`src/rtl/hypercpu_fetch.sv`:
```
// Instruction fetch stage: issues word fetches to the program ROM and buffers
// {instr, pc} pairs in a small in-order queue feeding decode over valid/ready.
module hypercpu_fetch #(
  parameter int unsigned       ADDR_W   = 32,
  parameter int unsigned       DATA_W   = 32,
  parameter int unsigned       DEPTH    = 2,
  parameter logic [ADDR_W-1:0] RESET_PC = '0
) (
  input  logic              clk,
  input  logic              reset,
  output logic [ADDR_W-1:0] mem_addr,
  output logic              mem_read_enabled,
  input  logic [DATA_W-1:0] mem_read,
  input  logic              bus_busy,
  input  logic              redirect_valid,
  input  logic [ADDR_W-1:0] redirect_pc,
  output logic              instr_valid,
  output logic [DATA_W-1:0] instr,
  output logic [ADDR_W-1:0] instr_pc,
  input  logic              instr_ready
);

  localparam int unsigned PTR_W = (DEPTH > 1) ? $clog2(DEPTH) : 1;
  localparam int unsigned CNT_W = $clog2(DEPTH + 1);

  logic [ADDR_W-1:0] r_fetch_pc;
  logic [DATA_W-1:0] r_q_data [DEPTH];
  logic [ADDR_W-1:0] r_q_pc   [DEPTH];
  logic [PTR_W-1:0]  r_rd_ptr;
  logic [PTR_W-1:0]  r_wr_ptr;
  logic [CNT_W-1:0]  r_count;

  logic w_valid;
  logic w_pop;
  logic w_issue;

  always_comb begin
    w_valid = !reset && (r_count != '0);
    w_pop   = w_valid && instr_ready;
    // A pop frees a slot in the same cycle, so a full queue can still issue.
    w_issue = !reset && !bus_busy && !redirect_valid &&
              ((r_count < CNT_W'(DEPTH)) || w_pop);
  end

  assign mem_addr         = r_fetch_pc;
  assign mem_read_enabled = w_issue;
  assign instr_valid      = w_valid;
  assign instr            = r_q_data[r_rd_ptr];
  assign instr_pc         = r_q_pc[r_rd_ptr];

  always_ff @(posedge clk) begin
    if (reset) begin
      r_fetch_pc <= RESET_PC;
      r_count    <= '0;
      r_rd_ptr   <= '0;
      r_wr_ptr   <= '0;
    end else if (redirect_valid) begin
      // Flush supersedes any same-cycle pop.
      r_fetch_pc <= redirect_pc;
      r_count    <= '0;
      r_rd_ptr   <= r_wr_ptr;
    end else begin
      if (w_issue) begin
        r_fetch_pc <= r_fetch_pc + ADDR_W'(1);
        r_wr_ptr   <= r_wr_ptr + PTR_W'(1);
      end
      if (w_pop) begin
        r_rd_ptr <= r_rd_ptr + PTR_W'(1);
      end
      case ({w_issue, w_pop})
        2'b10:   r_count <= r_count + CNT_W'(1);
        2'b01:   r_count <= r_count - CNT_W'(1);
        default: r_count <= r_count;
      endcase
    end
  end

  always_ff @(posedge clk) begin
    if (w_issue) begin
      r_q_data[r_wr_ptr] <= mem_read;
      r_q_pc[r_wr_ptr]   <= r_fetch_pc;
    end
  end

endmodule
```
`config.mk`:
```
export PLATFORM = sky130hd
export DESIGN_NAME = hypercpu_fetch
export DESIGN_NICKNAME = d
export VERILOG_FILES = /design/src/rtl/hypercpu_fetch.sv
export SDC_FILE = /design/constraint.sdc
export NUM_CORES = 1
export LEC_CHECK = 0
export CAP_MARGIN = 20
export CORE_UTILIZATION = 49
export CTS_CLUSTER_DIAMETER = 150
export CTS_CLUSTER_SIZE = 12
export DETAILED_ROUTE_END_ITERATION = 7
export GPL_TIMING_DRIVEN = 0
export PLACE_DENSITY = 0.77
export SLEW_MARGIN = 25
export SYNTH_ARGS = -nofsm -noshare
export SYNTH_HDL_FRONTEND = slang
export SYNTH_SLANG_ARGS = --single-unit
```
`constraint.sdc`:
```
create_clock -name clk -period 5 [get_ports clk]
set_input_delay 0.5 -clock clk [delete_from_list [all_inputs] [get_ports clk]]
set_output_delay 0.5 -clock clk [all_outputs]
set_load 0.005 [all_outputs]
```
==> metrics.yaml, run 1 <==
status:
  result_of_the_run: "complete, no violations"
critical_path:
  crit_path_max_incr_delay_ns: 0.64
  critPathArrivalTime_ns: 2.64
  critical_path.slowest_cell: "sky130_fd_sc_hd__clkbuf_1"
  critical_path.endpoint_type: "output port"
  timing.critical_path.mode_cell: "sky130_fd_sc_hd__clkbuf_1"
  critPathMaxFanout: 10
  timing.critical_path.max_delay_family: "buffers and inverters"
  cell_by_cell_trace_of_the_critical_path: "clkbuf_1 -> clkbuf_1 -> mux2_2 -> clkdlybuf4s50_1"
  setup.reg_to_reg.worst_slack_ns: 2.62
  worstSetupPathType: "reg -> out"
  crit_required_ns: 4.50
  critPathBufInv: 3
  start_kind: "flop"
worst_hold_path:
  hold_class: "reg -> reg"
global_route:
  wire_length_of_the_first_global_routing_pass_um: 24600
  grtUsageTotal_pct: 22.9
  first_global_vias: 4721
  initial_antenna_violation_count: 0
  grt_max_degree: 42
  global_route.overflow_total: 0
timing:
  timing.slew.headroom_pct: 39.0
  final_hold_slack_ns: 0.527
  report.final.slew_viol_count: 0
  grt_setup_unrepaired: "no"
  max_freq_mhz: 318
  clock-skew-final_ns: 0.00836
  fin_ws_ns: 1.86
  finalWorstPathRequiredPeriod_ns: 3.14
  final-hold-violation-count: 0
  final.period_utilization_pct: 62.9
  final-setup-viol-count: 0
  tns_ns: 0
  worstMarginPinSlew_ns: 0.908
clock_tree:
  cts-resized-gates: 0
  postCtsHoldBufs: 0
  cts.clk_slew.worst_paths_ns: 0.06
  maximum_clock_insertion_buffer_count: 2
  cts_tree: "yes"
  htreeDepth: 4
  root_buffer_cell: "sky130_fd_sc_hd__clkbuf_16"
  numClockSinks: 165
  clock_insertion_delay_worst_skew_ns: 0.42
  number_of_buffers_created_by_cts: 17
  cts_setup_buffers: 0
floorplanning:
  num_rows: 42
  coreArea_sq_um: 13300
  die_height_um: 119
  pin_count: 167
  floorplan.die.width_um: 119
  initial_core_utilization_pct: 50.6
  die-area_sq_um: 14200
synthesis:
  edff_count_synth: 128
  yosysTopAreaCell: "sky130_fd_sc_hd__edfxtp_1"
  synth.most_common_cell: "sky130_fd_sc_hd__edfxtp_1"
  post_synth_top_cells: "sky130_fd_sc_hd__edfxtp_1, sky130_fd_sc_hd__mux2_2, sky130_fd_sc_hd__dfxtp_1"
  synth.yosys.seq_area_share_pct: 68.1
  ys_async_sr_fraction_pct: 0
  flop_and_latch_count_out_of_synthesis: 165
  synthDominantCellAreaShare_pct: 57.1
  ys.flop_type: "sky130_fd_sc_hd__edfxtp_1"
  synthesis.yosys.warnings: 0
  post_synth_instance_area_sq_um: 6730
  synthCells: 468
  synth_nets: 539
  post_synth_num_cell_types: 50
  avgSynthCellArea_sq_um: 14.4
  ys_top_cells_by_area: "sky130_fd_sc_hd__edfxtp_1, sky130_fd_sc_hd__dfxtp_1, sky130_fd_sc_hd__mux2_2"
power:
  pwr_density_cell_nw_per_um2: 344
  power.leakage_uw: 0.00308
  design_power_total_uw: 3190
  power.ir.vdd_worst_v: 0.000206
layout:
  post_route_cells_drive_above_1_share_pct: 17.0
  areaGrowthSynthToFinish_pct: 37.9
  final_nets: 724
  n_antenna_cell: 0
  fillerInstances: 965
  final_area_sq_um: 9280
route:
  totalWireLength_um: 15900
  pre_antenna_drt_iters: 5
  routedWlPerCell_um: 18.9
  number_of_drc_violations_after_detailed_routing_iteration_0: 334
  drc_violation_count_after_routing: 0
  drt-vias-per-instance: 5.62
  vias: 4732
  ant_nets: 0
placed_design:
  port_buffers: 163
  post_place_cell_area_sq_um: 8660
  placer_s_final_routability_congestion_estimate: 0.908
  place.detailed.hpwl_um: 11100
  detailedPlace.worstSlack_ns: 2.22
flow_run:
  cap_violations: 0
-- metrics by stage --
stage / cells / utilization (%)
after floorplan: 468 / -
after global placement: 807 / 64.6
after detailed placement: 810 / 65.1
after CTS: 842 / 69.8
after global routing: 842 / 69.8
final: 842 / 69.8
-- worst paths after layout --
path                             startpoint           end  depth (start not counted)
worst max-delay path                   flop  instr_pc[14]                          4
worst min-delay path            mem_addr[4]  r_q_pc[1][4]                          0
worst max register to register  mem_addr[0]  mem_addr[30]                          6
worst min register to register  mem_addr[4]  r_q_pc[1][4]                          0
-- logic make-up (layout without fill, tap and decap cells) --
logic type / count (synthesis) / in the layout / synth area share (%)
flip-flops: 165 / 165 / 68.1
multiplexers: 68 / 68 / 11.3
AND/OR/NAND/NOR: 131 / 131 / 10.7
AO/OA/AOI/OAI: 53 / 53 / 5.20
buffers and inverters: 28 / 226 / 1.58
XOR/XNOR: 21 / 21 / 2.73
adder cells (fa/ha/maj): 2 / 2 / 0.372
-- cell type report --
| type | count | area (sq um) | share of cell area (%) |
|---|---|---|---|
| multi-input combinational | 275 | 2050 | 22.1 |
| tap | 176 | 220 | 2.37 |
| inverter | 7 | 26.3 | 0.283 |
| clock buffer | 22 | 474 | 5.11 |
| buffer | 21 | 80.1 | 0.863 |
| timing repair buffer | 166 | 1700 | 18.3 |
| clock inverter | 10 | 146 | 1.58 |
| sequential | 165 | 4580 | 49.4 |
-- worst register-to-register path, stage by stage, from the launching register on --
cell	delay, ns
sky130_fd_sc_hd__dfxtp_1	0.50
sky130_fd_sc_hd__ha_1	0.27
sky130_fd_sc_hd__nand3_2	0.16
sky130_fd_sc_hd__nor3_2	0.48
sky130_fd_sc_hd__nand2_1	0.13
sky130_fd_sc_hd__or4_1	0.48
sky130_fd_sc_hd__a311oi_1	0.27
-- cell usage in the layout, fill, tap and decap left out, types with 3 or more instances in the layout --
master                            count
sky130_fd_sc_hd__clkdlybuf4s50_1    163
sky130_fd_sc_hd__edfxtp_1           128
sky130_fd_sc_hd__mux2_2              65
sky130_fd_sc_hd__dfxtp_1             37
sky130_fd_sc_hd__nor2_1              27
sky130_fd_sc_hd__nand2_1             27
sky130_fd_sc_hd__nand3_1             22
sky130_fd_sc_hd__clkbuf_1            21
sky130_fd_sc_hd__clkbuf_16           17
sky130_fd_sc_hd__xor2_1              15
sky130_fd_sc_hd__nand4_1             15
sky130_fd_sc_hd__a21oi_1             14
sky130_fd_sc_hd__a211oi_1             9
sky130_fd_sc_hd__nor3_1               7
sky130_fd_sc_hd__inv_1                6
sky130_fd_sc_hd__xnor2_1              6
sky130_fd_sc_hd__o21ai_0              6
sky130_fd_sc_hd__nor4_1               5
sky130_fd_sc_hd__o22ai_1              4
sky130_fd_sc_hd__a31oi_1              4
sky130_fd_sc_hd__clkinvlp_4           4
sky130_fd_sc_hd__mux2i_1              3
sky130_fd_sc_hd__or2_2                3
sky130_fd_sc_hd__and4_1               3
sky130_fd_sc_hd__a311oi_1             3
sky130_fd_sc_hd__and3_1               3
sky130_fd_sc_hd__a2bb2oi_1            3
sky130_fd_sc_hd__bufinv_16            3
sky130_fd_sc_hd__clkbuf_8             3
-- routing by layer --
| metal | vias to the layer above | wire length (um) | part of all wire, % | global-route usage (%) |
|---|---|---|---|---|
| met5 | - | 0 | 0 | 0 |
| met4 | 0 | 474 | 3.0 | 10.8 |
| met3 | 38 | 1340 | 8.5 | 6.13 |
| met2 | 246 | 7650 | 48 | 36.8 |
| met1 | 2293 | 6420 | 40 | 28.9 |
| li1 | 2155 | - | - | - |
-- state kept, by name, indices dropped and copies added, names as in the netlist, named ones only --
name and count:
mem_addr 32, r_q_data 64, r_wr_ptr 1, r_rd_ptr 1
r_count 2, r_q_pc 64
-- report_power, final --
part | switching, uW | total [uW] | leakage, uW | internal (uW)
Clock | 512 | 1340 | 0.000289 | 829
Combinational | 112 | 289 | 0.00132 | 177
Sequential | 41.3 | 1560 | 0.00147 | 1520
(Power assumes the default switching activity.)
==> run 2, diff against run 1 <==
Clock period 5 ns to 3.1 ns, I/O delays scaled along.
==> run 2 against run 1 <==
Compared with the run above:
- via count is 0.34% higher
- total power is 60% higher
- final cell count stayed put
- routed wire length is 1.7% higher
- worst setup slack worse by 1.6 ns
- clock power is 57% higher
- global-route usage is 0.85 points higher
- sequential share of layout area hardly changed
- core utilization is 0.056 points higher
- die area stayed put
- clock skew is 0.0011 ns lower
- largest cell class unchanged
==> metrics.yaml, run 2 (synthesis gave the netlist of run 1 again) <==
route:
  ant_nets: 0  # unchanged
  pre_antenna_drt_iters: 5  # unchanged
  drc_violation_count_after_routing: 0  # unchanged
  routedWlPerCell_um: 19.2  # +1.7%
  vias: 4748  # +0.34%
  number_of_drc_violations_after_detailed_routing_iteration_0: 388  # +16%
  totalWireLength_um: 16200  # +1.7%
  drt-vias-per-instance: 5.64  # +0.34%
critical_path:
  critical_path.endpoint_type: "output port"
  crit_path_max_incr_delay_ns: 0.68  # +0.04 ns
  cp_num_cells: 3  # -1
  crit_required_ns: 2.79  # -1.71 ns
  rr_worst_depth: 6  # unchanged
  timing.critical_path.max_delay_family: "buffers and inverters"
  rr_startpoint: "mem_addr[0]"
  critPathMaxFanout: 10  # unchanged
  setup.reg_to_reg.worst_slack_ns: 0.71  # -1.91 ns
  cp-endpoint: "instr[29]"
  worstSetupPathType: "reg -> out"
  start_kind: "flop"
  critPathBufInv: 2  # -1
  critical_path.slowest_cell: "sky130_fd_sc_hd__dfxtp_1"
  cell_by_cell_trace_of_the_critical_path: "clkbuf_1 -> mux2_2 -> clkdlybuf4s50_1"
  critPathArrivalTime_ns: 2.49  # -0.15 ns
  timing.rr.end: "mem_addr[30]"
timing:
  final-hold-violation-count: 0  # unchanged
  final-setup-viol-count: 0  # unchanged
  max_freq_mhz: 357
  worstMarginPinSlew_ns: 0.895  # -0.0131 ns
  finalWorstPathRequiredPeriod_ns: 2.80
  report.final.slew_viol_count: 0  # unchanged
  final.period_utilization_pct: 90.3
  clock-skew-final_ns: 0.00728  # -0.00108 ns
  grt_setup_unrepaired: "no"
  timing.slew.headroom_pct: 39.8  # +0.79 points
layout:
  multi_input_comb_area_sq_um: 2050  # unchanged
  layout_commonest_cell: "sky130_fd_sc_hd__clkdlybuf4s50_1"
  final_area_sq_um: 9290  # about the same
  fillerInstances: 970  # +0.52%
  final_nets: 724  # unchanged
  layout.cells.most_common_list: "sky130_fd_sc_hd__clkdlybuf4s50_1, sky130_fd_sc_hd__edfxtp_1, sky130_fd_sc_hd__mux2_2, sky130_fd_sc_hd__dfxtp_1"
  n_antenna_cell: 0  # unchanged
  post_route_cells_drive_above_1_share_pct: 17.6  # +0.60 points
  areaGrowthSynthToFinish_pct: 38.0  # about the same
  area.sequential_sq_um: 4580  # unchanged
floorplanning:
  die_height_um: 119  # unchanged
  initial_core_utilization_pct: 50.6  # unchanged
  pin_count: 167  # unchanged
  die-area_sq_um: 14200  # unchanged
  coreArea_sq_um: 13300  # unchanged
  num_rows: 42  # unchanged
  floorplan.die.width_um: 119  # unchanged
power:
  comb_power_share_pct: 9.2  # +0.2 points
  design_power_total_uw: 5100  # +60%
  power.share.clock_pct: 41.3  # -0.7 points
  power.sequential.fraction_pct: 49.5  # +0.6 points
  pwr_density_cell_nw_per_um2: 549  # +60%
  p_int_uw: 3950  # +56%
  sw_power_uw: 1150  # +72%
  power.ir.vdd_worst_v: 0.000332  # +61%
  power.leakage_uw: 0.00309  # +0.50%
  power.switching_fraction_pct: 22.5  # +1.7 points
placed_design:
  port_buffers: 163  # unchanged
  post_place_cell_area_sq_um: 8700  # +0.40%
  place.detailed.hpwl_um: 11200  # +0.67%
  placer_s_final_routability_congestion_estimate: 0.908  # about the same
clock_tree:
  maximum_clock_insertion_buffer_count: 2  # unchanged
  clock_insertion_delay_worst_skew_ns: 0.42  # about the same
  root_buffer_cell: "sky130_fd_sc_hd__clkbuf_16"
  cts-resized-gates: 1  # +1
  number_of_buffers_created_by_cts: 17  # unchanged
  cts.clk_slew.worst_paths_ns: 0.07  # about the same
  htreeDepth: 4  # unchanged
  cts_setup_buffers: 0  # unchanged
  postCtsHoldBufs: 0  # unchanged
  cts_tree: "yes"
  numClockSinks: 165  # unchanged
global_route:
  grtUsageTotal_pct: 23.8  # +0.85 points
  first_global_vias: 4782  # +1.3%
  wire_length_of_the_first_global_routing_pass_um: 25300  # +3.0%
  grt_max_degree: 39  # -7.1%
  global_route.overflow_total: 0  # unchanged
  initial_antenna_violation_count: 0  # unchanged
worst_hold_path:
  hold_class: "in -> reg"
flow_run:
  cap_violations: 0  # unchanged
status:
  result_of_the_run: "complete, no violations"
## run 2: cell count changes in the layout (fill, tap and decap cells not counted), sizes merged
cell	before	now
clkbuf	41	35
inv	8	14
clkinv	2	4
clkinvlp	4	2
buf	5	6
bufinv	3	2
## run 2: how the worst min path moves through the flow
stage                           to        start  slack, ns  depth (start not counted)
floorplan           r_q_data[0][0]  mem_read[0]       0.41                          0
global placement        r_count[1]   r_count[1]       0.49                          2
detailed placement      r_count[1]   r_count[1]       0.51                          2
CTS                   mem_addr[12]        reset       0.37                          3
global route          mem_addr[12]        reset       0.43                          3
finish                mem_addr[12]        reset       0.40                          3
## run 2: layout make-up
class / count / area share [%]
well taps: 176 / 2.37
inverters: 7 / 0.283
multi-input cells: 275 / 22.1
flip-flops and latches: 165 / 49.4
clock inverters: 15 / 1.83
clock buffers: 17 / 4.58
repair buffers: 167 / 18.7
plain buffers: 20 / 0.835
## run 2: power by group through the flow
stage                     sequential (uW)  clock [uW]  combinational, uW
after CTS                            2520        2130                473
after detailed placement             2570           0                469
after floorplan                      2550           0                176
after global placement               2560           0                452
after global routing                 2530        2230                498
final                                2520        2110                467
## run 2: through the flow
stage	util [%]	cells	TNS [ns]	hold WS [ns]	setup slack [ns]
final	69.9	842	0	0.397	0.300
after global routing	69.9	842	0	0.430	0.151
after CTS	69.9	843	0	0.368	0.0891
after detailed placement	65.4	811	0	0.508	0.398
after global placement	64.6	807	-148.97	0.492	-1.37
after floorplan	-	468	0	0.409	0.0444
## run 2: routing by layer
metal  track usage, %  wire (um)  vias up
met5                0          0        -
met4             11.7        443        0
met3             5.75       1300       39
met2             38.0       7820      258
met1             30.3       6610     2282
li1                 -          -     2169
## run 2: worst register-to-register path, stage by stage, from the launching register on
cell	delay, ns
sky130_fd_sc_hd__dfxtp_1	0.53
sky130_fd_sc_hd__ha_1	0.28
sky130_fd_sc_hd__nand3_2	0.17
sky130_fd_sc_hd__nor3_2	0.47
sky130_fd_sc_hd__nand2_1	0.13
sky130_fd_sc_hd__or4_1	0.48
sky130_fd_sc_hd__a311oi_1	0.24
==> run 3, diff against run 2 <==
Settings changed: SLEW_MARGIN 25 to 0.
==> run 3 against run 2 <==
Compared with the run above:
- final cell count is 0.24% lower
- routed wire length is 0.64% higher
- critical path type unchanged
- largest power group unchanged
- global-route usage hardly changed
- sequential share of layout area is 0.31 points higher
- highest routed layer unchanged
- critical endpoint is now instr_pc[11]
- combinational power is 1% lower
- die area stayed put
==> metrics.yaml, run 3 (synthesis gave the netlist of run 1 again) <==
route:
  totalWireLength_um: 16300  # +0.64%
  number_of_drc_violations_after_detailed_routing_iteration_0: 365  # -5.9%
  drc_violation_count_after_routing: 0  # unchanged
  routedWlPerCell_um: 19.4  # +0.88%
  vias: 4774  # +0.55%
  pre_antenna_drt_iters: 6  # +1
  ant_nets: 0  # unchanged
  drt-vias-per-instance: 5.68  # +0.79%
clock_tree:
  clock_insertion_delay_worst_skew_ns: 0.42  # about the same
  numClockSinks: 165  # unchanged
  htreeDepth: 4  # unchanged
  cts.clk_slew.worst_paths_ns: 0.07  # about the same
  maximum_clock_insertion_buffer_count: 2  # unchanged
  cts_tree: "yes"
  root_buffer_cell: "sky130_fd_sc_hd__clkbuf_16"
  cts_setup_buffers: 0  # unchanged
  number_of_buffers_created_by_cts: 17  # unchanged
  postCtsHoldBufs: 0  # unchanged
floorplanning:
  pin_count: 167  # unchanged
  die-area_sq_um: 14200  # unchanged
  initial_core_utilization_pct: 50.6  # unchanged
  num_rows: 42  # unchanged
  coreArea_sq_um: 13300  # unchanged
  floorplan.die.width_um: 119  # unchanged
  die_height_um: 119  # unchanged
layout:
  area.sequential_sq_um: 4580  # unchanged
  layout_commonest_cell: "sky130_fd_sc_hd__clkdlybuf4s50_1"
  areaGrowthSynthToFinish_pct: 37.1
  layout.cells.most_common_list: "sky130_fd_sc_hd__clkdlybuf4s50_1, sky130_fd_sc_hd__edfxtp_1, sky130_fd_sc_hd__mux2_2, sky130_fd_sc_hd__dfxtp_1"
  post_route_cells_drive_above_1_share_pct: 17.3  # -0.25 points
  final_nets: 722  # -0.28%
  final_area_sq_um: 9230  # -0.62%
  final_core_utilization_pct: 69.4  # -0.43 points
  multi_input_comb_area_sq_um: 2050  # unchanged
  fillerInstances: 964  # -0.62%
  final-instance-count-excl-fill: 840  # -0.24%
  n_antenna_cell: 0  # unchanged
placed_design:
  placer_s_final_routability_congestion_estimate: 0.908  # unchanged
  post_place_cell_area_sq_um: 8630  # -0.72%
  port_buffers: 163  # unchanged
  placed_cells: 809  # -0.25%
  place.detailed.hpwl_um: 11000  # -1.9%
timing:
  max_freq_mhz: 356  # -0.26%
  finalWorstPathRequiredPeriod_ns: 2.81  # +0.00730 ns
  report.final.slew_viol_count: 0  # unchanged
  clock-skew-final_ns: 0.0102  # +0.00290 ns
  timing.slew.headroom_pct: 37.3  # -2.5 points
  grt_setup_unrepaired: "no"
  worstMarginPinSlew_ns: 0.934  # +0.0388 ns
  final-setup-viol-count: 0  # unchanged
  final.period_utilization_pct: 90.5  # +0.24 points
  final-hold-violation-count: 0  # unchanged
critical_path:
  critical_path.endpoint_type: "output port"
  crit_required_ns: 2.79  # about the same
  start_kind: "flop"
  setup.reg_to_reg.worst_slack_ns: 0.75  # +0.04 ns
  critPathMaxFanout: 10  # unchanged
  worstSetupPathType: "reg -> out"
  rr_startpoint: "mem_addr[4]"
  cp-endpoint: "instr_pc[11]"
  timing.rr.end: "mem_addr[23]"
  rr_worst_depth: 6  # unchanged
  critPathArrivalTime_ns: 2.50  # about the same
power:
  power.ir.vdd_worst_v: 0.000331  # -0.32%
  pwr_density_cell_nw_per_um2: 551  # +0.48%
  power.leakage_uw: 0.00307  # -0.67%
global_route:
  global_route.overflow_total: 0  # unchanged
  grt_max_degree: 65  # +67%
  grtUsageTotal_pct: 23.8  # -0.028 points
  first_global_vias: 4821  # +0.82%
  initial_antenna_violation_count: 0  # unchanged
  wire_length_of_the_first_global_routing_pass_um: 25300  # unchanged
worst_hold_path:
  min_from: "reset"
  hold_class: "in -> reg"
status:
  result_of_the_run: "complete, no violations"
flow_run:
  cap_violations: 0  # unchanged
==> run 3: where the power goes <==
group	internal, uW	leakage (uW)	switching (uW)
Combinational	283	0.00131	178
Sequential	2450	0.00147	71.5
Clock	1210	0.000293	893
==> run 3: layer usage <==
| metal | global-route usage [%] | part of all wire (%) | up-vias |
|---|---|---|---|
| li1 | - | - | 2162 |
| met1 | 30.1 | 41 | 2312 |
| met2 | 38.8 | 49 | 270 |
| met3 | 6.03 | 7.9 | 30 |
| met4 | 9.97 | 1.9 | 0 |
| met5 | 0 | 0 | - |
==> run 3: timing repair <==
| item | in CTS | in global routing |
|---|---|---|
| endpoints found under the setup margin | 10 | 18 |
| resized for setup | 1 | 0 |
| pin swaps | 0 | 0 |
==> run 3: worst min-delay path by stage <==
| stage | slack [ns] | endpoint | cells after the start |
|---|---|---|---|
| 6_report | 0.37 | mem_addr[12] | 3 |
| 5_1_grt | 0.40 | mem_addr[12] | 3 |
| 3_3_place_gp | 0.49 | r_count[1] | 2 |
| 3_5_place_dp | 0.51 | r_q_pc[0][4] | 0 |
| 4_1_cts | 0.35 | mem_addr[12] | 3 |
| 2_1_floorplan | 0.41 | r_q_data[0][0] | 0 |
==> run 3: stage by stage <==
stage                     setup WS, ns  setup TNS, ns  hold slack [ns]  total power (uW)
final                            0.293              0            0.367              5090
after CTS                       0.0924              0            0.346              5120
after global routing             0.150              0            0.397              5250
after floorplan                 0.0444              0            0.409              2730
after global placement           -1.37        -148.97            0.492              3020
after detailed placement         0.436              0            0.514              3030
==> run 3: layout make-up <==
cell class	count	area share, %
Sequential cell	165	49.7
Multi-Input combinational cell	275	22.2
Timing Repair Buffer	165	18.1
Clock buffer	17	4.61
Tap cell	176	2.39
Clock inverter	15	1.90
Buffer	20	0.840
Inverter	7	0.285
==> run 3: worst max-delay path, cell delays in order (launching register included) <==
cell                              delay (ns)
sky130_fd_sc_hd__dfxtp_1                0.70
sky130_fd_sc_hd__clkbuf_1               0.50
sky130_fd_sc_hd__mux2_2                 0.41
sky130_fd_sc_hd__clkdlybuf4s50_1        0.46
